[config.mk]
export PLATFORM = sky130hd
export DESIGN_NAME = demux_3_output_buffered
export DESIGN_NICKNAME = d
export VERILOG_FILES = /design/src/rtl/demux_3_output_buffered.sv
export SDC_FILE = /design/constraint.sdc
export NUM_CORES = 1
export LEC_CHECK = 0
export ABC_AREA = 0
export ABC_CLOCK_PERIOD_IN_PS = 2590
export CAP_MARGIN = 20
export CELL_PAD_IN_SITES_DETAIL_PLACEMENT = 2
export CELL_PAD_IN_SITES_GLOBAL_PLACEMENT = 2
export CORE_UTILIZATION = 25
export DETAILED_ROUTE_END_ITERATION = 12
export PLACE_DENSITY_LB_ADDON = 0.1
export SKIP_LAST_GASP = 1
export SYNTH_ARGS = -nofsm -noshare
export SYNTH_HDL_FRONTEND = slang
export SYNTH_SLANG_ARGS = --single-unit
[constraint.sdc]
create_clock -name clk -period 2.59 [get_ports clk]
set_clock_uncertainty 0.15 [all_clocks]
set_input_delay 0.518 -clock clk [delete_from_list [all_inputs] [get_ports clk]]
set_output_delay 0.518 -clock clk [all_outputs]
set_load 0.02 [all_outputs]
[src/rtl/demux_3_output_buffered.sv]
// demux_3_output_buffered: registered 1-to-3 demux with per-channel one-entry holding slot and valid/ready handshake
// Invalid select (11) is always accepted, dropped, flagged for one cycle and counted (saturating).
module demux_3_output_buffered #(
    parameter int WORD_LENGTH = 32,
    parameter int CNT_WIDTH   = 8
) (
    input  logic                   clk,
    input  logic                   rst,
    input  logic [WORD_LENGTH-1:0] in_data,
    input  logic [1:0]             in_sel,
    input  logic                   in_valid,
    output logic                   in_ready,
    output logic [WORD_LENGTH-1:0] out1_data,
    output logic                   out1_valid,
    input  logic                   out1_ready,
    output logic [WORD_LENGTH-1:0] out2_data,
    output logic                   out2_valid,
    input  logic                   out2_ready,
    output logic [WORD_LENGTH-1:0] out3_data,
    output logic                   out3_valid,
    input  logic                   out3_ready,
    output logic                   err_sel,
    output logic [CNT_WIDTH-1:0]   drop_count
);
    logic [WORD_LENGTH-1:0] r_data [3];
    logic [2:0]             r_valid;
    logic                   r_err;
    logic [CNT_WIDTH-1:0]   r_drop;
    logic [2:0]             w_out_ready;
    logic [3:0]             w_slot_ready;
    logic                   w_fire;
    logic                   w_drop;

    assign w_out_ready  = {out3_ready, out2_ready, out1_ready};
    // Slot 3 stands for the invalid select, which is always accepted.
    assign w_slot_ready = {1'b1, ~r_valid | w_out_ready};
    assign in_ready     = w_slot_ready[in_sel];
    assign w_fire       = in_valid & in_ready;
    assign w_drop       = w_fire & (in_sel == 2'b11);

    for (genvar g = 0; g < 3; g++) begin : g_ch
        always_ff @(posedge clk) begin
            if (rst) begin
                r_valid[g] <= 1'b0;
                r_data[g]  <= '0;
            end else if (w_fire && in_sel == 2'(g)) begin
                r_valid[g] <= 1'b1;
                r_data[g]  <= in_data;
            end else if (r_valid[g] && w_out_ready[g]) begin
                r_valid[g] <= 1'b0;
            end
        end
    end

    always_ff @(posedge clk) begin
        if (rst) begin
            r_err  <= 1'b0;
            r_drop <= '0;
        end else begin
            r_err <= w_drop;
            if (w_drop && r_drop != '1)
                r_drop <= r_drop + 1'b1;
        end
    end

    assign out1_data  = r_data[0];
    assign out2_data  = r_data[1];
    assign out3_data  = r_data[2];
    assign out1_valid = r_valid[0];
    assign out2_valid = r_valid[1];
    assign out3_valid = r_valid[2];
    assign err_sel    = r_err;
    assign drop_count = r_drop;
endmodule

==> impl_metrics.sql <==
INSERT INTO impl_metrics (metric_group, metric, value, unit) VALUES
('finish', 'syn2layout_area_growth', '47.3', '%'),
('job', 'total_of_max_cap_violations', '0', ''),
('placement', 'dpl.hpwl', '8070', 'um'),
('finish', 'num-nets-final', '481', ''),
('clocking', 'clk-insertion-delay-late', '0.35', 'ns'),
('synthesis', 'post_synthesis_average_cell_area', '15.3', 'um2'),
('global_routing', 'globalRoute.totalOverflow', '0', ''),
('floorplanning', 'boundaryPins', '149', ''),
('floorplanning', 'die_height', '133', 'um'),
('finish', 'final-seq-area', '3120', 'um2'),
('critical_path', 'worstPathMaxFanout', '7', ''),
('route', 'route.vias.total', '2817', ''),
('global_routing', 'track_usage', '14.4', '%'),
('clocking', 'cts_buffer_count', '9', ''),
('timing', 'totalNegativeSetupSlack', '0', 'ns'),
('timing', 'rsz0062_at_grt', 'false', ''),
('route', 'route.final.wire_length', '12200', 'um'),
('clocking', 'post_cts_hold_buffer_count', '0', ''),
('route', 'via_per_inst', '4.24', ''),
('route', 'drt-pass1-iter-count', '4', ''),
('clocking', 'clkTransAtPathRegs', '0.07', 'ns'),
('critical_path', 'start_kind', 'input port', ''),
('finish', 'num_antenna_cells', '0', ''),
('run_status', 'run_status', 'completed', ''),
('placement', 'globalplace.congestion', '0.706', ''),
('global_routing', 'vias_in_the_first_global_route', '3123', ''),
('timing', 'holdWs', '0.383', 'ns'),
('clocking', 'cts.sink_count', '108', ''),
('finish', 'num-fill-cells', '1696', ''),
('timing', 'period_share', '92.1', '%'),
('floorplanning', 'fp-row-count', '47', ''),
('route', 'drt_first_iter_violations', '99', ''),
('global_routing', 'grt_start_max_net_pins', '34', ''),
('finish', 'final_layout_size_suffix_gt1_share', '8.33', '%'),
('pwr', 'p_per_area', '598', 'nW/um2'),
('pwr', 'p_leak', '2.35', 'nW'),
('floorplanning', 'core_area', '16800', 'um2'),
('critical_path', 'critical_path.most_common_cell', 'sky130_fd_sc_hd__o21ai_0', ''),
('synthesis', 'ys_ff_latch', '108', ''),
('global_routing', 'grt_pass1_wl', '18900', 'um'),
('critical_path', 'worst-endpoint-arrival', '1.72', 'ns'),
('critical_path', 'path_cells', 'clkdlybuf4s50_1 > nand3b_1 > o21ai_0 > o21ai_0 > clkbuf_2', ''),
('clocking', 'tritoncts', 'built', ''),
('finish', 'multi_input_combinational_cell_area', '1050', 'um2'),
('placement', 'placed_cell_area', '6090', 'um2'),
('timing', 'max-slew-margin-rel', '73.5', '%'),
('placement', 'port_buffers', '148', ''),
('pwr', 'max-vdd-ir-drop', '302', 'uV'),
('synthesis', 'post_synth_inst_count', '282', ''),
('floorplanning', 'starting_density', '25.8', '%'),
('synthesis', 'syn-cell-area', '4320', 'um2'),
('timing', 'final_max_tran_viols', '0', ''),
('critical_path', 'critPathSlowestCell', 'sky130_fd_sc_hd__clkdlybuf4s50_1', ''),
('global_routing', 'grt_antenna_before_repair', '1', ''),
('critical_path', 'critPathCaptureType', 'output port', ''),
('synthesis', 'syn_nets', '323', ''),
('critical_path', 'critPathRequiredTime', '1.92', 'ns'),
('clocking', 'cts.path.max_buffers', '2', ''),
('synthesis', 'synth_enable_flop_cells', '96', ''),
('timing', 'hold_violations', '0', ''),
('clocking', 'post_cts_buffers', '0', ''),
('synthesis', 'synth_ff_type', 'sky130_fd_sc_hd__edfxtp_1', ''),
('finish', 'layout.cell_area.non_filler', '6370', 'um2'),
('critical_path', 'worst_path_largest_cell_delay', '0.54', 'ns'),
('timing', 'period_needed', '2.39', 'ns'),
('hold_path', 'worst_hold_path_type', 'reg -> reg', ''),
('floorplanning', 'floorplan.die.width', '133', 'um'),
('timing', 'tightest_slew', '0.397', 'ns'),
('synthesis', 'synth-seq-area-share', '72.3', '%'),
('timing', 'achievable_frequency', '419', 'MHz'),
('route', 'ant_nets', '0', ''),
('floorplanning', 'die_area', '17800', 'um2'),
('clocking', 'ctsHtreeMaxLevel', '3', ''),
('timing', 'finalSetupViolCount', '0', ''),
('synthesis', 'synth-warning-count', '0', ''),
('route', 'detail_route.drc_violations', '0', ''),
('synthesis', 'yosys.cell_types.count', '36', ''),
('route', 'wire_per_inst', '18.3', 'um'),
('clocking', 'cts-resized-gates', '1', ''),
('synthesis', 'async_flop_share', '0', '%'),
('clocking', 'cts_root_buffer', 'sky130_fd_sc_hd__clkbuf_16', ''),
('critical_path', 'timing_worst_setup_path_type', 'in -> out', '');
final cells by class:
cell class / count / share of cell area, %
clock buffers: 10 / 3.60
clock inverters: 5 / 0.825
inverters: 1 / 0.0590
multi-input cells: 158 / 16.5
flip-flops and latches: 108 / 49.1
well taps: 220 / 4.32
repair buffers: 162 / 25.6
per-stage QoR:
stage	total power [mW]	cells	utilization [%]	worst slack, ns
3_5_place_dp	2.49	649	36.3	-0.255
4_1_cts	3.87	664	38.0	0.0381
2_1_floorplan	2.21	282	-	0.637
5_1_grt	3.96	664	38.0	0.114
6_report	3.81	664	38.0	0.204
3_3_place_gp	2.48	649	36.3	-0.237
flip-flops by register name, indices dropped and copies added (netlist names):
| register | count |
|---|---|
| out3_valid | 1 |
| out1_valid | 1 |
| drop_count | 8 |
| r_data | 96 |
| out2_valid | 1 |
| err_sel | 1 |
cells by family (layout without fill, tap and decap cells):
group                      Yosys count  in the layout  synth area share [%]
and+or+nand+nor                    135            135                  20.1
DFF                                108            108                  72.3
AOI/OAI and AO/OA                   19             19                  3.21
buffers and inverters               16            178                  3.42
muxes                                3              3                 0.753
adders and majority gates            1              1                 0.289
cell usage after synthesis, types with 2 or more instances:
| library cell | count | share of area [%] |
|---|---|---|
| sky130_fd_sc_hd__and2_1 | 99 | 14 |
| sky130_fd_sc_hd__edfxtp_1 | 96 | 67 |
| sky130_fd_sc_hd__dfxtp_1 | 12 | 5.6 |
| sky130_fd_sc_hd__buf_6 | 10 | 2.6 |
| sky130_fd_sc_hd__nor2_1 | 8 | 0.69 |
| sky130_fd_sc_hd__nor2b_1 | 5 | 0.72 |
| sky130_fd_sc_hd__nand2b_1 | 4 | 0.58 |
| sky130_fd_sc_hd__a31o_2 | 3 | 0.61 |
| sky130_fd_sc_hd__a31oi_1 | 3 | 0.43 |
| sky130_fd_sc_hd__and4_1 | 3 | 0.61 |
| sky130_fd_sc_hd__buf_4 | 3 | 0.52 |
| sky130_fd_sc_hd__o21ai_0 | 3 | 0.35 |
| sky130_fd_sc_hd__a21oi_1 | 2 | 0.23 |
| sky130_fd_sc_hd__a311oi_1 | 2 | 0.41 |
| sky130_fd_sc_hd__and3_1 | 2 | 0.29 |
| sky130_fd_sc_hd__and3_4 | 2 | 0.52 |
| sky130_fd_sc_hd__mux2_1 | 2 | 0.52 |
| sky130_fd_sc_hd__nand2_1 | 2 | 0.17 |
| sky130_fd_sc_hd__nand3b_1 | 2 | 0.35 |
| sky130_fd_sc_hd__nor3_1 | 2 | 0.23 |
| sky130_fd_sc_hd__o21bai_1 | 2 | 0.35 |
placed cells by master (no fill, tap or decap), types with 2 or more instances in the layout:
master	n
sky130_fd_sc_hd__clkdlybuf4s50_1	147
sky130_fd_sc_hd__and2_1	99
sky130_fd_sc_hd__edfxtp_1	96
sky130_fd_sc_hd__dfxtp_1	12
sky130_fd_sc_hd__buf_4	10
sky130_fd_sc_hd__clkbuf_16	9
sky130_fd_sc_hd__nor2_1	8
sky130_fd_sc_hd__nor2b_1	5
sky130_fd_sc_hd__nand2b_1	4
sky130_fd_sc_hd__buf_12	4
sky130_fd_sc_hd__o21ai_0	3
sky130_fd_sc_hd__a31o_2	3
sky130_fd_sc_hd__and4_1	3
sky130_fd_sc_hd__a31oi_1	3
sky130_fd_sc_hd__nand3b_1	2
sky130_fd_sc_hd__and3_4	2
sky130_fd_sc_hd__and3_1	2
sky130_fd_sc_hd__a21oi_1	2
sky130_fd_sc_hd__mux2_1	2
sky130_fd_sc_hd__nand2_1	2
sky130_fd_sc_hd__nor3_1	2
sky130_fd_sc_hd__a311oi_1	2
sky130_fd_sc_hd__o21bai_1	2
sky130_fd_sc_hd__clkinv_2	2
worst paths after layout:
check | startpoint | end | slack (ns) | cells after the start
min | drop_count[1] | drop_count[1] | 0.38 | 2
max | in_sel[1] | in_ready | 0.20 | 5
min reg2reg | drop_count[1] | drop_count[1] | 0.38 | 2
max reg2reg | drop_count[0] | drop_count[5] | 0.85 | 4
layer usage:
metal / global-route usage, % / up-vias / share of wire [%]
li1: - / 1313 / -
met1: 17.6 / 1401 / 44
met2: 24.3 / 89 / 49
met3: 4.49 / 12 / 5.6
met4: 4.55 / 2 / 1.1
met5: 0 / - / 0.090
power by group:
group | switching [mW] | total [mW] | internal [mW]
Combinational | 0.231 | 0.444 | 0.213
Clock | 0.628 | 1.37 | 0.743
Sequential | 0.0230 | 1.99 | 1.97
worst max-delay path: cells and delay by family:
family,cells,cell delay [ns]
AOI/OAI and AO/OA,2,0.32
and+or+nand+nor,1,0.14
buffers and inverters,2,0.75
(Power assumes the default switching activity.)
